$ cat src/rtl/ysyx_22050019_pkg.sv
// Shared definitions for the ysyx_22050019 fetch front end: reset PC, ebreak, bus codes, IFU states.
package ysyx_22050019_pkg;

    localparam logic [63:0] IFU_RESET_PC = 64'h8000_0000;
    localparam logic [31:0] EBREAK       = 32'h0010_0073;
    localparam logic [1:0]  RESP_OKAY    = 2'b00;

    typedef enum logic [1:0] {
        IFU_IDLE = 2'd0,
        IFU_ADDR = 2'd1,
        IFU_DATA = 2'd2,
        IFU_HOLD = 2'd3
    } ifu_state_e;

    // Pick the 32-bit instruction out of the fetched doubleword using pc[2].
    function automatic logic [31:0] lane_sel(input logic upper, input logic [63:0] dword);
        return upper ? dword[63:32] : dword[31:0];
    endfunction

endpackage

$ cat src/rtl/ysyx_22050019_ifu.sv
// Instruction fetch unit: holds the PC, fetches one instruction per read transaction and
// hands it to decode over a valid/ready handshake; decode's jump result picks the next PC.
module ysyx_22050019_ifu
    import ysyx_22050019_pkg::*;
#(
    parameter logic [63:0] RESET_PC = IFU_RESET_PC,
    parameter int unsigned BUS_W    = 64
) (
    input  logic             clk,
    input  logic             rst_n,
    output logic             ar_valid,
    input  logic             ar_ready,
    output logic [63:0]      ar_addr,
    input  logic             r_valid,
    output logic             r_ready,
    input  logic [BUS_W-1:0] r_data,
    input  logic [1:0]       r_resp,
    output logic             inst_valid,
    input  logic             inst_ready,
    output logic [31:0]      inst_o,
    output logic [63:0]      inst_addr_pc,
    input  logic             redirect_en,
    input  logic [63:0]      redirect_pc,
    output logic             fetch_err,
    output logic [63:0]      fetch_cnt
);

    ifu_state_e  state_q;
    logic [63:0] pc_q;
    logic        pc_misaligned;

    assign pc_misaligned = (pc_q[1:0] != 2'b00);

    // A misaligned PC never reaches the bus; ADDR turns it into an ebreak directly.
    assign ar_valid     = (state_q == IFU_ADDR) && !pc_misaligned;
    assign r_ready      = (state_q == IFU_DATA);
    assign ar_addr      = {pc_q[63:3], 3'b000};
    assign inst_addr_pc = pc_q;

    always_ff @(posedge clk or negedge rst_n) begin
        if (!rst_n) begin
            state_q    <= IFU_IDLE;
            pc_q       <= RESET_PC;
            inst_valid <= 1'b0;
            inst_o     <= 32'h0;
            fetch_err  <= 1'b0;
            fetch_cnt  <= 64'h0;
        end else begin
            case (state_q)
                IFU_IDLE: state_q <= IFU_ADDR;
                IFU_ADDR: begin
                    if (pc_misaligned) begin
                        inst_o     <= EBREAK;
                        fetch_err  <= 1'b1;
                        inst_valid <= 1'b1;
                        state_q    <= IFU_HOLD;
                    end else if (ar_ready) begin
                        state_q <= IFU_DATA;
                    end
                end
                IFU_DATA: begin
                    if (r_valid) begin
                        if (r_resp != RESP_OKAY) begin
                            inst_o    <= EBREAK;
                            fetch_err <= 1'b1;
                        end else begin
                            inst_o    <= lane_sel(pc_q[2], r_data);
                            fetch_err <= 1'b0;
                        end
                        inst_valid <= 1'b1;
                        state_q    <= IFU_HOLD;
                    end
                end
                IFU_HOLD: begin
                    // Redirect inputs are only meaningful on the accepting cycle.
                    if (inst_ready) begin
                        pc_q       <= redirect_en ? redirect_pc : pc_q + 64'd4;
                        fetch_cnt  <= fetch_cnt + 64'd1;
                        fetch_err  <= 1'b0;
                        inst_valid <= 1'b0;
                        state_q    <= IFU_ADDR;
                    end
                end
                default: state_q <= IFU_IDLE;
            endcase
        end
    end

endmodule

$ cat config.mk
export PLATFORM = sky130hd
export DESIGN_NAME = ysyx_22050019_ifu
export DESIGN_NICKNAME = d
export VERILOG_FILES = /design/src/rtl/ysyx_22050019_pkg.sv /design/src/rtl/ysyx_22050019_ifu.sv
export SDC_FILE = /design/constraint.sdc
export NUM_CORES = 1
export LEC_CHECK = 0
export CAP_MARGIN = 10
export CORE_MARGIN = 2
export CORE_UTILIZATION = 40
export DETAILED_ROUTE_END_ITERATION = 16
export PLACE_DENSITY = 0.74
export SLEW_MARGIN = 10
export SYNTH_ARGS = -nofsm -noshare
export SYNTH_HDL_FRONTEND = slang
export SYNTH_SLANG_ARGS = --single-unit
$ cat constraint.sdc
create_clock -name clk -period 5.8 [get_ports clk]
set_input_delay 1.45 -clock clk [delete_from_list [all_inputs] [get_ports clk]]
set_output_delay 1.45 -clock clk [all_outputs]
set_load 0.01 [all_outputs]
==> impl_metrics.csv <==
group,metric,value,unit
global_route,global_route.usage.total,25.7,%
placed_design,pre_cts_ws,1.83,ns
clocking,numClockSinks,164,
cells_and_area,nNetsFinal,1494,
sta,clock-skew-final,0.0179,ns
synth,syn_inst,1078,
synth,yosysUniqueCellTypes,66,
worst_setup_path,reg2reg_depth,6,
worst_setup_path,cp_slowest_stage_delay,0.63,ns
worst_setup_path,crit_type,"flip-flop to output pin",
routing,drt_first_pass_iters,5,
worst_setup_path,crit_path_end_kind,"output pin",
worst_hold_path,whs_path_depth,2,
clocking,clk_latency,0.43,ns
synth,synth_flop_cell,"dfrtp_1",
synth,syn_area,9630,um2
placed_design,gpl.final_weighted_congestion,0.854,
cells_and_area,nFillCells,2086,
clocking,cts_resized,0,
worst_setup_path,rrSetupSlack,2.79,ns
sta,worst_slack,2.12,ns
global_route,antenna_found_initial,4,
worst_hold_path,hp-class,"flip-flop to flip-flop",
routing,via_per_inst,5.69,
worst_setup_path,start_kind,"flip-flop",
clocking,cts_tree,"built",
worst_setup_path,r2r_start,"inst_addr_pc[3]",
sta,setup_viol,0,
floorplan,start_util,40.9,%
routing,routed_wl,33000,um
synth,ys_warn_count,0,
routing,ant_nets,0,
global_route,grt_pass1_wl,52400,um
synth,avgSynthCellArea,8.93,um2
worst_setup_path,worstPathRequired,4.35,ns
floorplan,die_w,159,um
floorplan,die_h,159,um
worst_setup_path,crit_chain,"inv_1 -> ha_1 -> nor3b_1 -> clkdlybuf4s50_1",
synth,async_flop_share,100,%
worst_setup_path,worst_ep_arrival_time,2.23,ns
cells_and_area,layout_commonest_cell,"clkdlybuf4s50_1",
sta,tns,0,ns
sta,max_slew_margin,28.6,%
routing,routedWlPerCell,19.5,um
worst_setup_path,r2r_end,"inst_addr_pc[42]",
placed_design,hpwl,24400,um
clocking,cts_root_buf,"clkbuf_16",
sta,min_period,3.68,ns
routing,drtIter0Drc,926,
cells_and_area,most-common-layout-cells,"clkdlybuf4s50_1 (358), dfrtp_1 (162), nand2_1 (118)",
floorplan,rows,56,
synth,ys_seq_area_share,42.6,%
clocking,cts_setup_buffers,0,
sta,fmax,272,MHz
clocking,cts.clk_slew.worst_paths,0.07,ns
placed_design,portBuffers,360,
flow_run,maxCapViolCount,0,
pwr,peakVddDrop,0.218,mV
cells_and_area,area_growth,42.2,%
sta,hold_viol_final,0,
synth,synth_edf_count,0,
clocking,clk_path_buf_depth,2,
clocking,cts_hold_buf,0,
floorplan,io_pins,364,
worst_hold_path,min_from,"inst_o[3]",
worst_setup_path,slowest_stage,"clkdlybuf4s50_1",
sta,rsz0062_at_grt,"false",
clocking,h-tree-depth,4,
global_route,grt_overflow,0,
run_status,status,"finished clean",
pwr,power_leakage,5.49,nW
worst_setup_path,cp_max_fo,4,
clocking,cts_buffers,17,
worst_hold_path,hold_end,"inst_o[3]",
routing,drc,0,
global_route,first_global_vias,9306,
routing,vias,9597,
sta,worstMarginPinSlew,1.06,ns
cells_and_area,drive_gt1_share,4.98,%
sta,maxSlewViolCount,0,
pwr,powerDensity,394,nW/um2
global_route,grt_max_degree,99,
floorplan,dieArea,25300,um2
sta,fin_crit_sh,63.4,%
synth,ys_ff_latch,164,
floorplan,core,23500,um2
## cell usage after synthesis, types with 24 or more instances
library cell  instances  area share [%]
o21ai_0              55             2.9
nor4_1               26             1.7
and3_1               26             1.7
nand3_1              64             3.3
dfrtp_1             163              42
o31ai_1              29             2.3
xnor2_1              39             3.5
mux2i_1              34             3.5
xor2_1               24             2.2
nor2_1               69             2.7
a21oi_1              33             1.7
nand4_1              50             3.2
clkbuf_1             51             2.0
buf_4                64             5.0
nor3_1               38             2.0
nand2_1             119             4.6
## routing by layer
metal  up-vias  share of wire, %  GRT usage (%)
li1       4445                 -              -
met1      4568                41           33.2
met2       514                48           42.0
met3        70               7.9           5.18
met4         0               3.3           11.0
met5         -                 0              0
## state kept, by name (all words and copies together) (netlist names)
signal,cells
fetch_err,1
inst_addr_pc,64
inst_o,32
state_q,2
inst_valid,1
fetch_cnt,64
## per-stage QoR
step | instance area (um2) | utilization (%) | total power, mW | hold slack (ns) | cells
after floorplan | 9640 | - | 3.11 | 0.504 | 1080
after global placement | 13100 | 55.5 | 4.20 | 0.459 | 1652
after detailed placement | 13100 | 55.5 | 4.25 | 0.466 | 1652
after CTS | 13700 | 58.1 | 5.43 | 0.481 | 1684
after global routing | 13700 | 58.2 | 5.72 | 0.498 | 1688
final | 13700 | 58.2 | 5.40 | 0.477 | 1688
## cell type report
type	count	area, um2	area share (%)
tap	319	399	2.91
clock buffer	17	425	3.11
timing repair buffer	374	3700	27.0
multi-input combinational	776	4780	34.9
sequential	164	4110	30.0
antenna	4	10.0	0.0731
inverter	19	71.3	0.521
clock inverter	15	199	1.45
## cells by family (layout without fill, tap and decap cells)
| kind of cell | count (synthesis) | in the layout | share of synthesized area [%] |
|---|---|---|---|
| AOI/OAI and AO/OA | 201 | 201 | 14.1 |
| adders and majority gates | 6 | 6 | 0.780 |
| DFF | 164 | 164 | 42.6 |
| other | 1 | 7 | 0.0389 |
| and+or+nand+nor | 468 | 468 | 25.1 |
| muxes | 35 | 35 | 3.65 |
| xor gates and xnor gates | 63 | 63 | 5.73 |
| buffers and inverters | 140 | 425 | 7.96 |
## worst max-delay path by stage
stage	startpoint	endpoint	depth (start not counted)
after global routing	state_q[1]	ar_valid	4
final	state_q[1]	ar_valid	4
after CTS	state_q[1]	ar_valid	4
after floorplan	inst_ready	fetch_cnt[36]	6
after detailed placement	inst_ready	fetch_cnt[36]	6
after global placement	inst_ready	fetch_cnt[36]	6
## power by group
part,internal (mW),total (mW),switching (mW)
Clock,0.592,1.17,0.578
Sequential,1.41,1.89,0.471
Combinational,1.21,2.35,1.14
Total,3.21,5.40,2.19
## critical path, delay by kind of cell, from the launching register on
kind          cells  cell delay, ns
simple gates      1            0.44
buf+inv           2            0.73
fa+ha+maj         1            0.23
flops             1            0.40
Power figures use the tool's default switching activity.
